--- src/rtl/ball_frame_scheduler.sv ---
// Ball state holder: staged writes, vsync-aligned commit, frame counter,
// and registered per-pixel ball hit test feeding the color mapper.
module ball_frame_scheduler #(
  parameter  int NUM_BALLS = 4,
  parameter  int COORD_W   = 10,
  parameter  int RAD_W     = 6,
  localparam int IDX_W     = $clog2(NUM_BALLS)
) (
  input  logic               Clk,
  input  logic               Reset_n,
  input  logic               VGA_VS,
  input  logic               wr_en,
  input  logic [IDX_W-1:0]   wr_idx,
  input  logic [COORD_W-1:0] wr_x,
  input  logic [COORD_W-1:0] wr_y,
  input  logic [RAD_W-1:0]   wr_r,
  output logic               wr_ready,
  input  logic               commit,
  output logic               commit_pending,
  output logic               commit_done,
  output logic [15:0]        frame_count,
  input  logic [COORD_W-1:0] DrawX,
  input  logic [COORD_W-1:0] DrawY,
  output logic               is_ball,
  output logic [IDX_W-1:0]   ballID
);

  localparam int SQ_W = 2*COORD_W+2;

  typedef struct packed {
    logic [COORD_W-1:0] x;
    logic [COORD_W-1:0] y;
    logic [RAD_W-1:0]   r;
  } ball_t;

  typedef enum logic [1:0] {IDLE, ARMED, COPY, DONE} state_t;

  state_t             state_q, state_d;
  logic [IDX_W-1:0]   idx_q, idx_d;
  logic               again_q, again_d;
  logic               vs_q;
  logic [15:0]        frame_count_q, frame_count_d;
  ball_t              stg_q [NUM_BALLS];
  ball_t              stg_d [NUM_BALLS];
  ball_t              act_q [NUM_BALLS];
  ball_t              act_d [NUM_BALLS];
  logic               wr_ready_q, wr_ready_d;
  logic               commit_pending_q, commit_pending_d;
  logic               commit_done_q, commit_done_d;
  logic               is_ball_q, is_ball_d;
  logic [IDX_W-1:0]   ball_id_q, ball_id_d;
  logic               vs_fall;

  logic signed [COORD_W:0] dx, dy;
  logic signed [SQ_W-1:0]  dxe, dye;
  logic [SQ_W-1:0]         d2, r2;

  assign vs_fall = vs_q & ~VGA_VS;

  always_comb begin
    frame_count_d = frame_count_q + 16'(vs_fall);
    stg_d         = stg_q;
    act_d         = act_q;
    state_d       = state_q;
    idx_d         = idx_q;
    again_d       = again_q;
    if (wr_en && wr_ready_q && (32'(wr_idx) < NUM_BALLS))
      stg_d[wr_idx] = '{x: wr_x, y: wr_y, r: wr_r};
    unique case (state_q)
      IDLE: begin
        if (commit) state_d = ARMED;
      end
      ARMED: begin
        if (vs_fall) begin
          state_d = COPY;
          idx_d   = '0;
        end
      end
      COPY: begin
        act_d[idx_q] = stg_q[idx_q];
        idx_d        = idx_q + 1'b1;
        if (commit) again_d = 1'b1;
        if (32'(idx_q) == NUM_BALLS-1) state_d = DONE;
      end
      DONE: begin
        state_d = (again_q || commit) ? ARMED : IDLE;
        again_d = 1'b0;
      end
    endcase
    wr_ready_d       = (state_d != COPY);
    commit_pending_d = (state_d != IDLE);
    commit_done_d    = (state_d == DONE);
  end

  // Descending scan so the lowest enabled index wins on overlap
  always_comb begin
    is_ball_d = 1'b0;
    ball_id_d = '0;
    dx = '0;
    dy = '0;
    dxe = '0;
    dye = '0;
    d2 = '0;
    r2 = '0;
    for (int i = NUM_BALLS-1; i >= 0; i--) begin
      dx  = $signed({1'b0, DrawX}) - $signed({1'b0, act_q[i].x});
      dy  = $signed({1'b0, DrawY}) - $signed({1'b0, act_q[i].y});
      dxe = {{(COORD_W+1){dx[COORD_W]}}, dx};
      dye = {{(COORD_W+1){dy[COORD_W]}}, dy};
      d2  = dxe*dxe + dye*dye;
      r2  = '0;
      r2[2*RAD_W-1:0] = act_q[i].r * act_q[i].r;
      if ((act_q[i].r != '0) && (d2 <= r2)) begin
        is_ball_d = 1'b1;
        ball_id_d = IDX_W'(i);
      end
    end
  end

  always_ff @(posedge Clk or negedge Reset_n) begin
    if (!Reset_n) begin
      state_q          <= IDLE;
      idx_q            <= '0;
      again_q          <= 1'b0;
      vs_q             <= 1'b1;
      frame_count_q    <= '0;
      stg_q            <= '{default: '0};
      act_q            <= '{default: '0};
      wr_ready_q       <= 1'b1;
      commit_pending_q <= 1'b0;
      commit_done_q    <= 1'b0;
      is_ball_q        <= 1'b0;
      ball_id_q        <= '0;
    end else begin
      state_q          <= state_d;
      idx_q            <= idx_d;
      again_q          <= again_d;
      vs_q             <= VGA_VS;
      frame_count_q    <= frame_count_d;
      stg_q            <= stg_d;
      act_q            <= act_d;
      wr_ready_q       <= wr_ready_d;
      commit_pending_q <= commit_pending_d;
      commit_done_q    <= commit_done_d;
      is_ball_q        <= is_ball_d;
      ball_id_q        <= ball_id_d;
    end
  end

  assign wr_ready       = wr_ready_q;
  assign commit_pending = commit_pending_q;
  assign commit_done    = commit_done_q;
  assign frame_count    = frame_count_q;
  assign is_ball        = is_ball_q;
  assign ballID         = ball_id_q;

endmodule
--- config.mk ---
export PLATFORM = sky130hd
export DESIGN_NAME = ball_frame_scheduler
export DESIGN_NICKNAME = d
export VERILOG_FILES = /design/src/rtl/ball_frame_scheduler.sv
export SDC_FILE = /design/constraint.sdc
export NUM_CORES = 2
export LEC_CHECK = 0
export BUFFER_PORTS_ARGS = -buffer_cell sky130_fd_sc_hd__buf_4
export CORE_ASPECT_RATIO = 0.9
export CORE_MARGIN = 2
export CORE_UTILIZATION = 40
export CTS_CLUSTER_DIAMETER = 80
export CTS_CLUSTER_SIZE = 10
export DETAILED_ROUTE_END_ITERATION = 6
export PLACE_DENSITY = 0.56
export RECOVER_POWER = 25
export SLEW_MARGIN = 0
export SYNTH_ARGS = -nofsm -noshare
export SYNTH_HDL_FRONTEND = slang
export SYNTH_SLANG_ARGS = --single-unit
--- constraint.sdc ---
create_clock -name Clk -period 9.1 [get_ports Clk]
set_input_delay 1.365 -clock Clk [delete_from_list [all_inputs] [get_ports Clk]]
set_output_delay 1.365 -clock Clk [all_outputs]
set_load 0.01 [all_outputs]
# Word-level counts from Yosys, hierarchy flattened
# Cells that the tools add are included.
# word_totals
reg_bits,236
out_inout_bits,22
input_bits,53
# op_classes
eq_ne,8
n_bitwise,4
order_cmp,8
add_sub_neg,14
reduce_logical,18
mux,26
mul,12
# ops
cell,n
bitwise mux 104 bit,2
multiplier 11 x 11 -> 22 bit,8
demux 26 bit (select 2 bit),2
2-to-1 mux 26 bit,4
adder 22 bit,4
less-or-equal comparator 22 x 12 -> 1 bit,4
subtractor 10 x 10 -> 11 bit,8
binary-select mux 26 bit (select 2 bit),1
multiplier 6 x 6 -> 12 bit,4
nonzero test 6 bit,4
adder 16 x 1 -> 16 bit,1
2-to-1 mux 2 bit,8
equality test 2 bit (second input constant),4
case mux 2 bit (4 select lines),1
logical AND 1 bit,7
>= comparator 3 bit (second input constant),2
< comparator 3 x 1 -> 1 bit (second input constant),2
2-to-1 mux 1 bit,6
inequality test 2 bit (second input constant),3
NOT 2 -> 3 bit,2
nonzero test 2 bit,3
case mux 2 bit (2 select lines),1
AND reduction 2 bit,2
adder 2 x 1 -> 2 bit (second input constant),1
6 further kinds,6

# Depth between registers and ports, before layout
# depth
word_depth,9
depth_mapped,41

# Worst setup path after synthesis
# OpenSTA, ideal clock, no wires.
# synth_timing
kind,input to register
startpoint,input port DrawY[0]
endpoint,register ball_id_q[1] (netlist: ballID[1])
path_slack_ps,-824
required_ps,8966
setup_time_ps,134
arrival_time_ps,9790
path_stages,39
path_cell_list,inv_1 -> ha_1 -> fa_1 -> nor2b_1 -> o21ai_1 -> a21boi_1 -> o21ai_0 -> a21boi_0 -> o21a_1 -> or2_1 -> a31o_2 -> clkbuf_1 -> nor2_1 -> fa_1 -> inv_1 -> fa_1 -> fa_1 -> inv_1 -> [3 not listed] -> fa_1 -> inv_1 -> fa_1 -> ha_1 -> o21a_2 -> o31a_2 -> a21oi_1 -> xnor2_1 -> ha_1 -> a211oi_1 -> o21ai_0 -> a221oi_1 -> o221ai_1 -> nor4_1 -> nand4_1 -> or4_4 -> o21ai_2 -> a21oi_1
# synth_between
elab_chain_cells,9
elab_cells_between_ends,24
classes_between,add/sub: 8; mul: 4; order compare: 4; mux: 4; reduce/logical: 4
# synth_lines
item,line,source
from (decl),23,"input logic [COORD_W-1:0] DrawY,"
subtractor 10 x 10 -> 11 bit,107,"dy = $signed({1'b0, DrawY}) - $signed({1'b0, act_q[i].y});"
multiplier 11 x 11 -> 22 bit,110,d2 = dxe*dxe + dye*dye;
adder 22 bit,110,
less-or-equal comparator 22 x 12 -> 1 bit,113,if ((act_q[i].r != '0) && (d2 <= r2)) begin
logical AND 1 bit,113,
2-to-1 mux 2 bit (3 in series),113,
2-to-1 mux 2 bit *,113,
via ball_id_d[1],51,"logic [IDX_W-1:0] ball_id_q, ball_id_d;"
to (signal assigned),146,ball_id_q <= ball_id_d;
to (decl),51,
# Mark *: on every way through the listed nets, which the timed path passes. The rest lies on a longest branch.
# A chain may end at the register's enable or synchronous reset.

# Worst setup path after layout
# layout_timing
startpoint,input port DrawX[1]
endpoint,register ball_id_q[1] (netlist: ballID[1])
# layout_between
elab_chain_cells,9
elab_cells_between_ends,24
classes_between,add/sub: 8; mul: 4; order compare: 4; mux: 4; reduce/logical: 4
# layout_lines
item,line,source
from (decl),22,"input logic [COORD_W-1:0] DrawX,"
subtractor 10 x 10 -> 11 bit,106,"dx = $signed({1'b0, DrawX}) - $signed({1'b0, act_q[i].x});"
multiplier 11 x 11 -> 22 bit,110,
adder 22 bit,110,
less-or-equal comparator 22 x 12 -> 1 bit,113,
logical AND 1 bit,113,
2-to-1 mux 2 bit (3 in series),113,
2-to-1 mux 2 bit *,113,
via ball_id_d[1],51,
# Marks and branches as above.

==> run summary <==
status -> finished with violations
failing checks -> max-capacitance violations, max-slew violations, negative setup slack
critical path endpoint category -> flip-flop
DR WL/cell -> 17.0 um
Post-Syn Nets -> 6,805
post-layout util -> 0.491
CTS tree -> done
CP endpoint -> ballID[1]
Max-Cap Viols -> 1
DRC -> 0
worst setup path class -> primary input to flip-flop
Mapped Area -> 50,400 um^2
DR vias -> 37,175
vias in the first global route -> 40,192
htree depth -> 1
CP startpoint -> DrawX[1]
total track usage -> 0.217
simple-gate share of the synthesized area -> 0.0924
Routed Wire Length -> 133,000 um
largest net degree at the start of global routing -> 113
Avg Inst Size Synth -> 9.60 um^2
CTS Hold Bufs -> 0
Yosys cell types -> 92
CP required -> 9.57 ns
Worst-Skew Late Latency -> 0.56 ns
XOR/XNOR Fraction of Synth Area -> 0.0384
period utilization -> 1.04
Post-DRT Antenna Nets -> 0
Synth Flop Type -> dfrtp_1
HPWL after DPL -> 118,000 um
slew margin rel. -> -3.03
gpl congestion -> 0.922
Worst Setup Start Kind -> primary input
Post-Synth Adder-Cell Area -> 0.519
Worst Max-Slew Pin Slew -> 6.04 ns
Hold Crit Class -> flip-flop to flip-flop
r2r worst-path depth -> 36
Slowest-stage cell, CP -> fa_1
IO Count -> 75
r2r endpoint -> ballID[1]
fraction of synthesized area in multiplexers -> 0.0580
Final Hold Vio Count -> 0
Die Ht -> 341 um
Arr. time, crit path -> 9.90 ns
Post-synth EDFFs -> 0
pre-CTS WS -> -1.07 ns
Most common cell on crit path -> fa_1
Fmax -> 106 MHz
R2R Setup Slk -> 0.23 ns
RSZ-0062 raised after global routing -> yes
CP Max Fanout -> 4
root buffer cell -> clkbuf_16
Layout Area Growth over Synthesis -> 21.7%
Slew Viols, Final -> 113
Fin Clk Skew -> 0.0181 ns
Reg-to-Reg Start -> act_q[7]
maximum clock path buffer count -> 3
post-route worst setup slack -> -0.328 ns
CP max stage delay -> 0.55 ns
Tmin final -> 9.43 ns
Via density -> 4.73
# rows -> 123
largest family of logic cells by synthesized area -> adder cells
I/O Buffers -> 74
layout cell share with drive strength beyond 1 -> 0.231
drt pass-1 iters -> 5
clock buffer count from CTS -> 28
initial antenna violation count -> 18
Yosys Warn Count -> 0
post-synthesis compound-gate area fraction -> 0.0603
dpl cells -> 7,777
setup violators final -> 3
DR iter-0 viols -> 1,797
Reg clk slew, reported paths -> 0.06 ns
Initial Util -> 0.403
number of synthesized register bits -> 236
Die Width -> 378 um
Die Area -> 129,000 um^2
clk sink count -> 236
Congestion Overflow GR -> 0
Final Non-Filler Cells -> 7,863
Nets -> 7,711
first-pass GRT wire length -> 220,000 um
synthesized instance count -> 5,252
core area -> 125,000 um^2
Async S/R FF share, synth -> 1.00
post-synthesis sequential area ratio -> 0.117
## what timing repair did
action | CTS | global route
pin swaps | 74 | 82
cloned | 0 | 0
resized for setup | 67 | 119
endpoints found under the setup margin | 3 | 3
setup buffers | 20 | 18
## cell families (layout without fill, tap and decap cells)
logic type                 after synthesis  after routing
AOI/OAI and AO/OA                      459            459
xor gates and xnor gates               215            215
other                                    0              5
and+or+nand+nor                       1063           1063
buffers and inverters                 1544           2463
adders and majority gates             1500           1500
muxes                                  235            235
DFF                                    236            236
## synth_stat cells (11+ instances only)
library cell,count,area share
dfrtp_1,234,0.12
clkbuf_1,73,0.0054
o21ai_0,78,0.0077
and2_1,27,0.0033
a21o_1,67,0.010
xnor2_1,165,0.029
o21a_1,24,0.0036
inv_2,13,0.00097
o21bai_1,20,0.0030
nor3_1,25,0.0025
nand3_1,28,0.0028
inv_1,1429,0.11
a21boi_0,11,0.0016
fa_1,984,0.39
nand2_1,395,0.029
mux4_2,26,0.012
a31oi_1,27,0.0033
nor2b_1,44,0.0055
a211oi_1,14,0.0021
mux2_2,197,0.044
a21oi_1,98,0.0097
or2_2,11,0.0014
nand2b_1,51,0.0063
ha_1,516,0.13
o21ai_1,20,0.0020
clkinv_1,17,0.0013
mux2i_1,11,0.0022
xor2_1,44,0.0076
nor2_1,406,0.030
nand4_1,13,0.0016
## placed cells by master, fill, tap and decap left out, types with 10 or more instances in the layout
cell type  netlist  routed
o21ai_2          2      10
buf_4            1     926
o21ai_0         78      63
nor2_1         406     377
nor2_2           0      22
o21bai_1        20      20
clkbuf_16        0      28
mux2i_1         11      11
inv_2           13      30
nor3_1          25      23
clkbuf_1        73      14
a21boi_1         9      12
clkinv_1        17      12
dfrtp_1        234     233
nor2b_1         44      43
inv_1         1429    1408
xnor2_1        165     156
buf_6            1      11
a21oi_2          2      10
a31oi_1         27      23
nand4_1         13      13
nand2_1        395     387
nand3_1         28      27
o21ai_1         20      26
and2_1          27      26
mux4_2          26      26
ha_1           516     495
a21o_1          67      65
o211ai_1        10      10
buf_12           0      18
xor2_1          44      42
a211oi_1        14      12
mux2_2         197     197
ha_4             0      19
nand2b_1        51      50
o21a_1          24      24
a21oi_1         98      89
fa_1           984     975
## worst max-delay path, delay by kind of cell
kind	cells	cell delay, ns
fa+ha+maj	10	4.39
buf+inv	8	0.85
xor+xnor	1	0.15
simple gates	6	1.14
compound gates	13	2.01
## metrics by stage
| stage | cell area, um^2 | setup TNS [ns] | hold WS (ns) |
|---|---|---|---|
| detailed placement | 59500 | -3.18 | 0.476 |
| floorplan | 50600 | -0.850 | 0.474 |
| global route | 61400 | -1.92 | 0.508 |
| global placement | 59500 | -3.00 | 0.473 |
| finish | 61400 | -0.892 | 0.497 |
| CTS | 60800 | -0.837 | 0.497 |
## registers in the layout, summed over array words and instances, names as in the netlist, 2 cells and up
signal	flops
act_q	104
frame_count	16
ballID	2
state_q	2
stg_q	104
idx_q	2
## worst min-delay path by stage
stage	from	to	slack (ns)	depth (start not counted)
after floorplan	stg_q[26]	stg_q[26]	0.47	1
after global placement	frame_count[15]	frame_count[15]	0.47	1
after detailed placement	frame_count[15]	frame_count[15]	0.48	1
after CTS	frame_count[15]	frame_count[15]	0.50	1
after global routing	stg_q[3]	stg_q[3]	0.51	1
final	frame_count[15]	frame_count[15]	0.50	1
## layer usage
layer	vias up	GRT usage	wire length, um
li1	17726	-	-
met1	18614	0.331	65100
met2	664	0.334	58900
met3	151	0.0292	7270
met4	20	0.0321	2150
met5	-	0	118
## area by class of cell
type                    count  area [um^2]
multi-input cells        3472        39600
flip-flops and latches    236         5910
diodes                      5         12.5
inverters                1459         5510
clock buffers              39          742
fillers                 11791        63700
clock inverters             4         35.0
well taps                1687         2110
repair buffers            961         7480
Power is left out: the tool's default activity adds up to more than one toggle a clock period on the data nets, which glitch-free logic cannot reach.
